<file path="src/rtl/l2_mem_pkg.sv">
// Shared types and helpers for the L2-to-AXI memory bridge.
package l2_mem_pkg;

    typedef enum logic [1:0] {
        R_IDLE = 2'd0,
        R_AR   = 2'd1,
        R_DATA = 2'd2,
        R_DONE = 2'd3
    } r_state_e;

    typedef enum logic [1:0] {
        W_IDLE = 2'd0,
        W_AW   = 2'd1,
        W_DATA = 2'd2,
        W_B    = 2'd3
    } w_state_e;

    localparam logic [1:0] AXI_BURST_INCR = 2'b01;
    localparam logic [2:0] AXI_SIZE_4B    = 3'd2;

    // Line width in bits for a given log2(words per line).
    function automatic int line_width(input int ow);
        return 32 * (1 << ow);
    endfunction

    // Number of 32-bit words (= burst beats) per line.
    function automatic int words_per_line(input int ow);
        return 1 << ow;
    endfunction

    // Clear the in-line byte offset so a cached burst starts on the line boundary.
    function automatic logic [31:0] line_align(input logic [31:0] addr, input int ow);
        logic [31:0] mask;
        mask = (32'd1 << (ow + 2)) - 32'd1;
        return addr & ~mask;
    endfunction

endpackage

</file>
<file path="src/rtl/l2_line_buf.sv">
// Line-wide word buffer: whole-line load for write-backs, per-word fill for refills,
// per-word read for write bursts. One instance is shared by the read and write paths.
module l2_line_buf
    import l2_mem_pkg::*;
#(
    parameter int  OW    = 3,
    localparam int WORDS = words_per_line(OW),
    localparam int LINE  = line_width(OW)
) (
    input  logic            clk,
    input  logic            rstn,
    input  logic            clr_i,
    input  logic            load_i,
    input  logic [LINE-1:0] line_i,
    input  logic            we_i,
    input  logic [OW-1:0]   idx_i,
    input  logic [31:0]     word_i,
    output logic [LINE-1:0] line_o,
    output logic [31:0]     word_o
);

    generate
        for (genvar gi = 0; gi < WORDS; gi++) begin : g_word
            logic [31:0] word_q;

            // Each word: load from the L2 line, clear before a refill, or take one beat.
            always_ff @(posedge clk) begin
                if (!rstn) begin
                    word_q <= '0;
                end else if (load_i) begin
                    word_q <= line_i[gi*32 +: 32];
                end else if (clr_i) begin
                    word_q <= '0;
                end else if (we_i && (idx_i == OW'(gi))) begin
                    word_q <= word_i;
                end
            end

            assign line_o[gi*32 +: 32] = word_q;
        end
    endgenerate

    assign word_o = line_o[32*idx_i +: 32];

endmodule

</file>
<file path="src/rtl/l2_mem_axi_bridge.sv">
// L2cache memory port to 32-bit AXI4 bridge: line refills/write-backs as INCR bursts,
// uncached (SUC) accesses as single beats. One transaction in flight at a time.
module l2_mem_axi_bridge
    import l2_mem_pkg::*;
#(
    parameter int  L2_offset_width = 3,
    localparam int LINE            = line_width(L2_offset_width)
) (
    input  logic            clk,
    input  logic            rstn,
    input  logic [31:0]     addr_l2cache_mem_r,
    input  logic [31:0]     addr_l2cache_mem_w,
    input  logic [LINE-1:0] dout_l2cache_mem,
    input  logic            l2cache_mem_req_r,
    input  logic            l2cache_mem_req_w,
    input  logic            l2cache_mem_rdy,
    input  logic            l2cache_mem_SUC,
    input  logic [3:0]      l2cache_mem_wstrb,
    input  logic [1:0]      l2cache_mem_size,
    output logic            mem_l2cache_addrOK_r,
    output logic            mem_l2cache_addrOK_w,
    output logic [LINE-1:0] din_mem_l2cache,
    output logic            mem_l2cache_dataOK,
    output logic [31:0]     araddr,
    output logic [7:0]      arlen,
    output logic [2:0]      arsize,
    output logic [1:0]      arburst,
    output logic            arvalid,
    input  logic            arready,
    input  logic [31:0]     rdata,
    input  logic [1:0]      rresp,
    input  logic            rlast,
    input  logic            rvalid,
    output logic            rready,
    output logic [31:0]     awaddr,
    output logic [7:0]      awlen,
    output logic [2:0]      awsize,
    output logic [1:0]      awburst,
    output logic            awvalid,
    input  logic            awready,
    output logic [31:0]     wdata,
    output logic [3:0]      wstrb,
    output logic            wlast,
    output logic            wvalid,
    input  logic            wready,
    input  logic [1:0]      bresp,
    input  logic            bvalid,
    output logic            bready
);

    localparam int         OW       = L2_offset_width;
    localparam logic [7:0] LINE_LEN = 8'(words_per_line(OW) - 1);

    r_state_e      r_state_q;
    w_state_e      w_state_q;
    logic [31:0]   araddr_q, awaddr_q;
    logic [7:0]    arlen_q, awlen_q;
    logic [2:0]    arsize_q, awsize_q;
    logic [3:0]    wstrb_q;
    logic          arvalid_q, rready_q, dataok_q;
    logic          awvalid_q, wvalid_q, bready_q;
    logic [OW-1:0] rbeat_q, wbeat_q;

    logic both_idle, accept_r, accept_w;
    logic r_last_beat, aw_hs, w_hs, w_last, aw_done, w_done;
    logic [OW-1:0] buf_idx;
    logic [31:0]   buf_word;
    logic [LINE-1:0] buf_line;

    // Responses carry no information we act on; collected only to keep them visibly consumed.
    logic unused_axi_resp;
    assign unused_axi_resp = ^{rresp, rlast, bresp};

    // Writes win a same-cycle tie, and no read starts until a write's B response is in.
    assign both_idle = (r_state_q == R_IDLE) && (w_state_q == W_IDLE);
    assign accept_w  = l2cache_mem_req_w & both_idle;
    assign accept_r  = l2cache_mem_req_r & ~l2cache_mem_req_w & both_idle;

    assign r_last_beat = (rbeat_q == arlen_q[OW-1:0]);
    assign aw_hs       = awvalid_q & awready;
    assign w_hs        = wvalid_q & wready;
    assign w_last      = (wbeat_q == awlen_q[OW-1:0]);
    assign aw_done     = ~awvalid_q | aw_hs;
    assign w_done      = ~wvalid_q | (w_hs & w_last);

    // Read FSM: issue AR, collect beats by count (not rlast), hold the line until L2 takes it.
    always_ff @(posedge clk) begin
        if (!rstn) begin
            r_state_q <= R_IDLE;
            araddr_q  <= '0;
            arlen_q   <= '0;
            arsize_q  <= '0;
            arvalid_q <= 1'b0;
            rready_q  <= 1'b0;
            dataok_q  <= 1'b0;
            rbeat_q   <= '0;
        end else begin
            case (r_state_q)
                R_IDLE: begin
                    if (accept_r) begin
                        if (l2cache_mem_SUC) begin
                            araddr_q <= addr_l2cache_mem_r;
                            arlen_q  <= 8'd0;
                            arsize_q <= {1'b0, l2cache_mem_size};
                        end else begin
                            araddr_q <= line_align(addr_l2cache_mem_r, OW);
                            arlen_q  <= LINE_LEN;
                            arsize_q <= AXI_SIZE_4B;
                        end
                        arvalid_q <= 1'b1;
                        rbeat_q   <= '0;
                        r_state_q <= R_AR;
                    end
                end
                R_AR: begin
                    if (arready) begin
                        arvalid_q <= 1'b0;
                        rready_q  <= 1'b1;
                        r_state_q <= R_DATA;
                    end
                end
                R_DATA: begin
                    if (rvalid) begin
                        if (r_last_beat) begin
                            rready_q  <= 1'b0;
                            dataok_q  <= 1'b1;
                            r_state_q <= R_DONE;
                        end else begin
                            rbeat_q <= rbeat_q + OW'(1);
                        end
                    end
                end
                R_DONE: begin
                    if (l2cache_mem_rdy) begin
                        dataok_q  <= 1'b0;
                        r_state_q <= R_IDLE;
                    end
                end
                default: r_state_q <= R_IDLE;
            endcase
        end
    end

    // Write FSM: AW and W run independently from the same cycle; B is waited for once both finish.
    always_ff @(posedge clk) begin
        if (!rstn) begin
            w_state_q <= W_IDLE;
            awaddr_q  <= '0;
            awlen_q   <= '0;
            awsize_q  <= '0;
            wstrb_q   <= '0;
            awvalid_q <= 1'b0;
            wvalid_q  <= 1'b0;
            bready_q  <= 1'b0;
            wbeat_q   <= '0;
        end else begin
            case (w_state_q)
                W_IDLE: begin
                    if (accept_w) begin
                        if (l2cache_mem_SUC) begin
                            awaddr_q <= addr_l2cache_mem_w;
                            awlen_q  <= 8'd0;
                            awsize_q <= {1'b0, l2cache_mem_size};
                            wstrb_q  <= l2cache_mem_wstrb;
                        end else begin
                            awaddr_q <= line_align(addr_l2cache_mem_w, OW);
                            awlen_q  <= LINE_LEN;
                            awsize_q <= AXI_SIZE_4B;
                            wstrb_q  <= 4'hF;
                        end
                        awvalid_q <= 1'b1;
                        wvalid_q  <= 1'b1;
                        wbeat_q   <= '0;
                        w_state_q <= W_AW;
                    end
                end
                W_AW, W_DATA: begin
                    if (aw_hs) begin
                        awvalid_q <= 1'b0;
                    end
                    if (w_hs) begin
                        if (w_last) begin
                            wvalid_q <= 1'b0;
                        end else begin
                            wbeat_q <= wbeat_q + OW'(1);
                        end
                    end
                    if (aw_done && w_done) begin
                        bready_q  <= 1'b1;
                        w_state_q <= W_B;
                    end else if (aw_done) begin
                        w_state_q <= W_DATA;
                    end
                end
                W_B: begin
                    if (bvalid) begin
                        bready_q  <= 1'b0;
                        w_state_q <= W_IDLE;
                    end
                end
                default: w_state_q <= W_IDLE;
            endcase
        end
    end

    assign buf_idx = (w_state_q != W_IDLE) ? wbeat_q : rbeat_q;

    l2_line_buf #(
        .OW (OW)
    ) u_line_buf (
        .clk    (clk),
        .rstn   (rstn),
        .clr_i  (accept_r),
        .load_i (accept_w),
        .line_i (dout_l2cache_mem),
        .we_i   (rvalid & rready_q),
        .idx_i  (buf_idx),
        .word_i (rdata),
        .line_o (buf_line),
        .word_o (buf_word)
    );

    assign mem_l2cache_addrOK_r = accept_r;
    assign mem_l2cache_addrOK_w = accept_w;
    assign din_mem_l2cache      = buf_line;
    assign mem_l2cache_dataOK   = dataok_q;

    assign araddr  = araddr_q;
    assign arlen   = arlen_q;
    assign arsize  = arsize_q;
    assign arburst = AXI_BURST_INCR;
    assign arvalid = arvalid_q;
    assign rready  = rready_q;

    assign awaddr  = awaddr_q;
    assign awlen   = awlen_q;
    assign awsize  = awsize_q;
    assign awburst = AXI_BURST_INCR;
    assign awvalid = awvalid_q;
    assign wdata   = buf_word;
    assign wstrb   = wstrb_q;
    assign wlast   = wvalid_q & w_last;
    assign wvalid  = wvalid_q;
    assign bready  = bready_q;

endmodule

</file>
<file path="config.mk">
export PLATFORM = sky130hd
export DESIGN_NAME = l2_mem_axi_bridge
export DESIGN_NICKNAME = d
export VERILOG_FILES = /design/src/rtl/l2_mem_pkg.sv /design/src/rtl/l2_line_buf.sv /design/src/rtl/l2_mem_axi_bridge.sv
export SDC_FILE = /design/constraint.sdc
export NUM_CORES = 1
export LEC_CHECK = 0
export CAP_MARGIN = 15
export CORE_AREA = 2 2 294 296
export DETAILED_ROUTE_END_ITERATION = 16
export DIE_AREA = 0 0 296 298
export SKIP_CTS_REPAIR_TIMING = 1
export SLEW_MARGIN = 25
export SYNTH_ARGS = -nofsm -noshare
export SYNTH_HDL_FRONTEND = slang
export SYNTH_SLANG_ARGS = --single-unit
</file>
<file path="constraint.sdc">
create_clock -name clk -period 6.7 [get_ports clk]
set_clock_uncertainty 0.1 [all_clocks]
set_input_delay 1.34 -clock clk [delete_from_list [all_inputs] [get_ports clk]]
set_output_delay 1.34 -clock clk [all_outputs]
set_load 0.02 [all_outputs]
</file>
==> flow_summary_export.csv, run 1 <==
group,metric,value,unit
pwr,total_power,13.75,mW
floorplanning,dieArea,0.08821,mm²
synth,synth_edf_count,0,
pwr,leakagePower,8.681,nW
clock_tree,clk_pin_slew,0.07,ns
floorplanning,die_y,298,µm
setup_path,reg2reg_depth,6,
placed_design,dp_cells,3744,
sta,max_freq,171.0,MHz
sta,finalWorstSetupSlack,0.8509,ns
layout,layoutNonFillerInstCount,3829,
route,ant_nets,0,
synth,ys.flop_type,"dfxtp_1",
route,met1_length,43.70,mm
floorplanning,initial_core_util,20.29,%
clock_tree,cts_root_buf,"clkbuf_16",
setup_path,arrival,4.41,ns
setup_path,required,5.26,ns
sta,holdWs,0.3491,ns
sta,tns,0,ns
setup_path,crit_fanout,26,
floorplanning,fp.dieW,296,µm
pwr,max-vdd-ir-drop,0.2475,mV
synth,synth_cell_types,65,
synth,seq_area_frac_synth,40.22,%
placed_design,io_buffers,743,
synth,ys_warn_count,0,
placed_design,place_area,0.02524,mm²
setup_path,critPathLaunchType,"flip-flop",
synth,synthTopCellsByArea,"dfxtp_1 40%, a21oi_1 11%, a211oi_1 8.5%, nor3_1 5.7%, clkbuf_1 3.9%",
sta,worstMarginPinSlew,1.145,ns
clock_tree,htreeDepth,2,
synth,netlist_instances,2084,
synth,synth_top_cells_by_count,"380 x a21oi_1, 346 x dfxtp_1, 197 x nor3_1",
clock_tree,clock_sinks,346,
global_routing,antenna_found_initial,14,
layout,nets,3029,
pwr,powerDensity,514.8,mW/mm²
run,drv_cap,0,
layout,area_delta_synth_final,55.07,%
layout,final_cell_area,0.02670,mm²
setup_path,end_kind,"output pin",
sta,period_needed,5.849,ns
route,vias_per_cell,5.333,
synth,yosysMostFrequentCell,"a21oi_1",
route,drc,0,
route,drt_iter0_drc,1970,
placed_design,place_ws,1.479,ns
clock_tree,clockBufferDepth,3,
clock_tree,numCtsBuffers,44,
synth,yosysTopAreaCell,"dfxtp_1",
floorplanning,coreArea,0.08488,mm²
floorplanning,ioPinCount,765,
route,wl_met3,10.90,mm
synth,postSynthAreaPerCell,8.263,µm²
clock_tree,clk_latency,0.58,ns
sta,rsz0062_at_grt,"no",
placed_design,place_congestion,0.8700,
floorplanning,rows,107,
worst_hold_path,min_path_cells,2,
status,outcome,"finished, final reports clean",
synth,synth_area,0.01722,mm²
synth,ys_async_sr_fraction,0,%
global_routing,grt_pass1_wl,153.1,mm
route,wl,111.6,mm
global_routing,gr-total-overflow,0,
layout,finish.utilization,31.46,%
synth,synth.top_cell.area_share,40.22,%
route,wl_per_cell,29.15,µm
sta,drv_slew,0,
sta,max_slew_margin,23.68,%
global_routing,grt_max_degree,155,
route,top_layer,"met5",
route,met2_length,52.34,mm
sta,hold_viol_final,0,
placed_design,dpl.hpwl,77.35,mm
setup_path,critPathKind,"reg -> out",
sta,post-route-period-util,87.30,%
layout,layout-drive-gt1-share,7.095,%
clock_tree,cts_tree,"done",
global_routing,track_usage,24.07,%
global_routing,grt_pass1_vias,19940,
sta,setup_viol,0,
setup_path,rrSetupSlack,2.43,ns
layout,fillers,9075,
worst_hold_path,hold_path.class,"reg -> reg",
route,num_vias,20420,
route,first_pass_iters,7,
synth,ys_ff_latch,346,
## per-layer routing
metal  track usage (%)  up-vias
li1                  -     8960
met1             29.53     9996
met2             39.33     1236
met3             6.774      222
met4             9.933        6
met5                 0        -
## worst paths after layout
| kind | startpoint | endpoint |
|---|---|---|
| setup / recovery | rbeat_q[0] | wdata[0] |
| hold / removal | awaddr[3] | awaddr[3] |
| setup reg to reg | rbeat_q[0] | u_line_buf.g_word[3].word_q[28] |
| hold reg to reg | awaddr[3] | awaddr[3] |
## report_power, final
group	internal, mW	switching [mW]	leakage [nW]	total [mW]
logic	2.90	4.69	5.13	7.60
clock network	1.44	1.02	0.707	2.46
registers	2.82	0.867	2.84	3.69
## final cells by class
class / count / area [µm²] / area share (%)
Sequential cell: 346 / 6929 / 25.95
Inverter: 15 / 71.32 / 0.2671
Multi-Input combinational cell: 1449 / 8962 / 33.56
Tap cell: 1144 / 1431 / 5.360
Clock inverter: 9 / 105.1 / 0.3936
Timing Repair Buffer: 790 / 7850 / 29.40
Clock buffer: 69 / 1336 / 5.004
Antenna cell: 7 / 17.52 / 0.06560
## state kept, by name (all words and copies together) (netlist names), 2 cells and up
| signal | flops |
|---|---|
| w_state_q | 2 |
| awsize | 2 |
| r_state_q | 2 |
| rbeat_q | 3 |
| u_line_buf.g_word.word_q | 256 |
| wbeat_q | 3 |
| araddr | 32 |
| arsize | 2 |
| awaddr | 32 |
| wstrb | 4 |
## cell families after synthesis
family / after synthesis / share of synthesized area [%]
other: 2 / 0.04361
flip-flops: 346 / 40.22
multiplexers: 11 / 0.7556
adder cells (fa/ha/maj): 9 / 0.6539
AO/OA/AOI/OAI: 845 / 32.00
AND/OR/NAND/NOR: 568 / 17.98
buffers and inverters: 303 / 8.348
## worst max-delay path: stages, from the launching register on
cell and delay [ns]:
dfxtp_1 0.84, and3_2 0.65, or2_2 0.74, buf_4 0.39
a221oi_1 0.13, a21oi_1 0.30, clkdlybuf4s50_1 0.74
## cells in the final DEF, fill, tap and decap left out, types with 5 or more instances in the layout
| cell | count |
|---|---|
| diode_2 | 7 |
| clkdlybuf4s50_1 | 742 |
| a22oi_1 | 30 |
| o31ai_1 | 64 |
| a222oi_1 | 17 |
| and4_1 | 23 |
| or2_2 | 9 |
| nor2_1 | 17 |
| nand4_1 | 68 |
| nand2_1 | 134 |
| nand3_1 | 18 |
| clkbuf_16 | 45 |
| nand2b_1 | 5 |
| and2_1 | 32 |
| nor2b_1 | 8 |
| o21ai_0 | 72 |
| or3b_2 | 7 |
| dfxtp_1 | 344 |
| nor3_1 | 196 |
| a21boi_0 | 5 |
| a21oi_1 | 380 |
| ha_1 | 8 |
| a211oi_1 | 194 |
| clkbuf_8 | 12 |
| a211oi_2 | 23 |
| clkbuf_1 | 12 |
| buf_12 | 5 |
| nor4bb_1 | 19 |
| inv_1 | 12 |
| buf_4 | 43 |
| a221oi_1 | 23 |
| mux2i_1 | 7 |
| conb_1 | 16 |
Note: power is estimated with default switching activity, not from simulation.
==> run 2: changes to the inputs <==
Settings changed: CORE_AREA 2 2 294 296 to 10 10 286 288.
==> run 2 against run 1 <==
  * Non-clock buffer count fell by 2
  * Wire length rose by 0.69%
  * Register-to-register slack got worse by 0.06 ns
  * Combinational power fell by 0.5%
  * Final cell count fell by 4.2%
  * Maximum frequency rose by 1.4%
  * Die area did not move
  * Global-route usage fell by 0.087 points
  * Design area fell by 0.52%
  * Flip-flop and latch count did not move
  * Largest cell class unchanged
  * Via count fell by 0.54%
==> flow_summary_export.csv, run 2 (synthesized netlist as in run 1, its figures left out) <==
group,metric,value,unit
floorplanning,die_y,298,µm
pwr,max-vdd-ir-drop,0.2817,mV
floorplanning,fp.dieW,296,µm
sta,tns,0,ns
layout,final_common_cell,"clkdlybuf4s50_1",
worst_hold_path,hold_path.class,"reg -> reg",
sta,period_needed,5.767,ns
run,drv_cap,0,
sta,hold_viol_final,0,
setup_path,critPathKind,"reg -> out",
route,drc,0,
layout,nets,3028,
clock_tree,cts_root_buf,"clkbuf_16",
setup_path,crit_fanout,28,
layout,final_cell_mix,"742 x clkdlybuf4s50_1, 380 x a21oi_1, 344 x dfxtp_1",
global_routing,grt_pass1_vias,20050,
setup_path,slowest_delay,0.65,ns
setup_path,required,5.26,ns
pwr,total_power,13.76,mW
setup_path,cp.buffers_inverters,3,
sta,rsz0062_at_grt,"no",
route,wl_per_cell,30.64,µm
global_routing,grt_pass1_wl,155.2,mm
route,drt_iter0_drc,1971,
floorplanning,coreArea,0.07570,mm²
placed_design,place_congestion,0.8427,
setup_path,end_kind,"output pin",
setup_path,slowest_stage,"or2_2",
clock_tree,clockBufferDepth,3,
layout,layout-drive-gt1-share,7.247,%
layout,largest_reg_flops,256,
route,vias_per_cell,5.538,
sta,drv_slew,0,
placed_design,dpl.hpwl,79.25,mm
layout,fillers,7844,
setup_path,arrival,4.33,ns
floorplanning,initial_core_util,22.75,%
clock_tree,numCtsBuffers,45,
global_routing,antenna_found_initial,18,
sta,post-route-period-util,86.08,%
layout,regMostFlops,"u_line_buf.g_word.word_q",
floorplanning,rows,101,
sta,max_freq,173.4,MHz
setup_path,critPathLaunchType,"flip-flop",
status,outcome,"finished, final reports clean",
clock_tree,htreeDepth,2,
clock_tree,cts_tree,"done",
sta,max_slew_margin,30.00,%
clock_tree,clock_sinks,346,
clock_tree,clk_latency,0.57,ns
global_routing,track_usage,23.98,%
route,num_vias,20310,
placed_design,io_buffers,743,
route,first_pass_iters,6,
pwr,powerDensity,517.9,mW/mm²
sta,setup_viol,0,
route,ant_nets,0,
floorplanning,dieArea,0.08821,mm²
setup_path,cp_cell_sequence,"inv_1 -> ha_2 -> and3b_2 -> or2_2 -> buf_4 -> a221oi_1 -> a22oi_1 -> clkdlybuf4s50_1",
pwr,leakagePower,8.713,nW
floorplanning,ioPinCount,765,
global_routing,grt_max_degree,172,
layout,area_delta_synth_final,54.25,%
route,wl,112.4,mm
setup_path,rrSetupSlack,2.37,ns
setup_path,cp_top_family,"simple AND/OR/NAND/NOR gates",
sta,worstMarginPinSlew,1.050,ns
global_routing,gr-total-overflow,0,
clock_tree,clk_pin_slew,0.05,ns
-- run 2: cell count changes in the layout (fill, tap and decap cells not counted), moves of 2 or more --
cell       delta
clkbuf_1      -5
diode_2       +5
clkbuf_8      +3
clkbuf_16     +2
inv_6         +2
-- run 2: worst register-to-register path, stage by stage (launching register included) --
cell	delay, ns
dfxtp_1	0.31
inv_1	0.07
ha_2	0.59
buf_4	0.40
mux2_4	0.69
o211a_4	0.77
or2_2	0.61
buf_4	0.46
a211oi_1	0.15
-- run 2: through the flow --
| stage | hold WS [ns] | setup WS, ns | cells | util (%) | area, µm² |
|---|---|---|---|---|---|
| after floorplan | 0.3517 | 3.112 | 2098 | - | 17270 |
| after global placement | 0.3378 | 1.546 | 3576 | 33.04 | 25010 |
| after detailed placement | 0.3463 | 1.521 | 3576 | 33.04 | 25010 |
| after CTS | 0.3519 | 0.8663 | 3655 | 35.05 | 26530 |
| after global routing | 0.3669 | 0.7536 | 3663 | 35.08 | 26550 |
| final | 0.3484 | 0.9326 | 3667 | 35.09 | 26560 |
-- run 2: layer usage --
| metal | vias to the layer above | share of wire, % | global-route usage [%] |
|---|---|---|---|
| met4 | 12 | 3.1 | 8.494 |
| met3 | 201 | 10 | 7.453 |
| met2 | 1146 | 47 | 39.45 |
| met5 | - | 0.066 | 0 |
| met1 | 9967 | 39 | 29.01 |
| li1 | 8983 | - | - |
-- run 2: power breakdown --
group          internal (mW)  switching [mW]  total [mW]
sequential              2.82           0.840        3.67
combinational           2.89            4.66        7.56
clock                   1.52            1.02        2.54
total                   7.23            6.52        13.8
-- run 2: area by class of cell --
cell class,instances,area (µm²),share of cell area [%]
Multi-Input combinational cell,1449,8964,33.74
Timing Repair Buffer,788,7823,29.45
Sequential cell,346,6929,26.09
Clock buffer,69,1409,5.304
Tap cell,978,1224,4.607
Clock inverter,10,113.9,0.4286
Inverter,15,71.32,0.2685
Antenna cell,12,30.03,0.1130
-- run 2: worst paths after layout --
| kind | from | end | cells past startpoint |
|---|---|---|---|
| max | w_state_q[1] | wdata[22] | 8 |
| max reg2reg | w_state_q[1] | u_line_buf.g_word[7].word_q[30] | 8 |
| min reg2reg | araddr[4] | araddr[4] | 2 |
| min | araddr[4] | araddr[4] | 2 |
==> patch, RTL diff (config.mk and constraints of run 2) <==
`L2_offset_width`: 3 -> 2.
--- a/src/rtl/l2_mem_axi_bridge.sv
+++ b/src/rtl/l2_mem_axi_bridge.sv
@@ -5,3 +5,3 @@
 #(
-    parameter int  L2_offset_width = 3,
+    parameter int  L2_offset_width = 2,
     localparam int LINE            = line_width(L2_offset_width)
Interface: changed (resized din_mem_l2cache and dout_l2cache_mem); port bits go from 765 to 509. No check against the original RTL was run, so the function may have changed too.
==> patch against run 2 <==
Setup slack improved by 0.53 ns; combinational power fell by 42%; core utilization down 13 points; power is 42% lower; final area is 37% lower; via count is 51% lower; routed wire length fell by 56%; sequential power shrank 41%; cell count is 32% lower; critical path depth is 2 lower; clock power down 43%; area after synthesis down 41%; sequential cell count shrank 130; critical endpoint is now wdata[4].
==> patch: results (changes against run 2) <==
| Metric | Value |
|---|---|
| Reg2reg start | w_state_q[0] (was w_state_q[1]) |
| Register area | 4320 um2 (was 6930 um2) |
| Met1 Use GR | 0.122 (was 0.290) |
| HPWL after DPL | 36.3 mm (was 79.3 mm) |
| Cell variety after synth | 49 (was 65) |
| Buffers on Ports | 485 (was 743) |
| Syn Area/Cell | 9.42 um2 (was 8.26 um2) |
| Crit-path slowest cell | mux2i_4 (was or2_2) |
| Clk tree area frac | 0.0510 (was 0.0573) |
| # H-tree levels | 1 (was 2) |
| Comb_multi_in | 746 (was 1449) |
| CTS buffer count | 27 (was 45) |
| Maximum number of pins on one net before global-route repair | 112 (was 172) |
| Outcome | completed (unchanged) |
| Peak VDD IR | 0.221 mV (was 0.282 mV) |
| Non-clock buffer count | 502 (was 788) |
| Share of layout cells above drive strength 1 | 0.118 (was 0.0725) |
| Cells after DPL | 2453 (was 3576) |
| Clock buffer cells | 39 (was 69) |
| Clk_lat worst skew | 0.55 ns (was 0.57 ns) |
| Ranking of synthesized cells by area | dfxtp_1 43%, a22oi_1 9.4%, a211oi_2 9.1% (was dfxtp_1 40%, a21oi_1 11%, a211oi_1 8.5%) |
| Data buffer area share | 0.300 (was 0.294) |
| Combinational power | 4.37 mW (was 7.56 mW) |
| Sequential element share of the synthesized area | 0.425 (was 0.402) |
| GRT Util Overall | 0.104 (was 0.240) |
| Worst-path maximum fanout | 14 (was 28) |
| Clock power frac | 0.180 (was 0.184) |
| GR Util met3 | 0.0402 (was 0.0745) |
| Post-synthesis compound-gate area fraction | 0.293 (was 0.320) |
| Worst slew margin | 0.343 (was 0.300) |
| Switching power | 3.51 mW (was 6.52 mW) |
| Global-route wire length before repair | 70.0 mm (was 155 mm) |
| Slowest stage delay, CP | 0.91 ns (was 0.65 ns) |
| M1 WL | 19.7 mm (was 44.0 mm) |
| CP arrival | 3.80 ns (was 4.33 ns) |
| Vias | 9999 (was 20.3k) |
| Initial DRC Count | 431 (was 1971) |
| ANT cells | 2 (was 12) |
| Met2 Resource Use GR | 0.173 (was 0.395) |
| GP Congestion | 0.814 (was 0.843) |
| Synth Area in Adders | 0.00738 (was 0.00654) |
| Nets | 1757 (was 3028) |
| Number of non-clock inverters in the layout | 12 (was 15) |
| Largest register FFs | 128 (was 256) |
| Met3 wire length | 5.23 mm (was 11.5 mm) |
| Post-synth top cells | 216 x dfxtp_1, 141 x nor2_1, 138 x nand2_1 (was 380 x a21oi_1, 346 x dfxtp_1, 197 x nor3_1) |
| DRT Pass-1 Iters | 5 (was 6) |
| Crit-path leading delay family | multiplexers (was simple AND/OR/NAND/NOR gates) |
| Sequential cell count | 216 (was 346) |
==> patch: cell types whose count changed after synthesis, sizes merged, moves of 44 or more <==
cell,before,now
a21oi,380,74
nor3,197,4
dfxtp,346,216
nor2,17,141
clkbuf,177,55
a22oi,30,128
a211oi,221,133
nand4,68,1
o21ai,72,10
o31ai,64,4
buf,111,67
==> patch: worst paths after layout <==
path                                                         to  slack, ns  depth (start not counted)
worst max-delay path                                   wdata[4]       1.46                          6
worst min-delay path                                  araddr[4]       0.35                          2
worst max register to register  u_line_buf.g_word[2].word_q[24]       3.21                          7
worst min register to register                        araddr[4]       0.35                          2
==> patch: per-stage QoR <==
stage | utilization | power, mW | worst slack (ns) | area, um2
3_5_place_dp | 0.209 | 6.63 | 1.92 | 15800
2_1_floorplan | - | 4.67 | 3.09 | 10200
4_1_cts | 0.220 | 8.11 | 1.32 | 16700
5_1_grt | 0.221 | 8.49 | 1.24 | 16700
6_report | 0.221 | 7.98 | 1.46 | 16700
3_3_place_gp | 0.209 | 6.60 | 1.95 | 15800
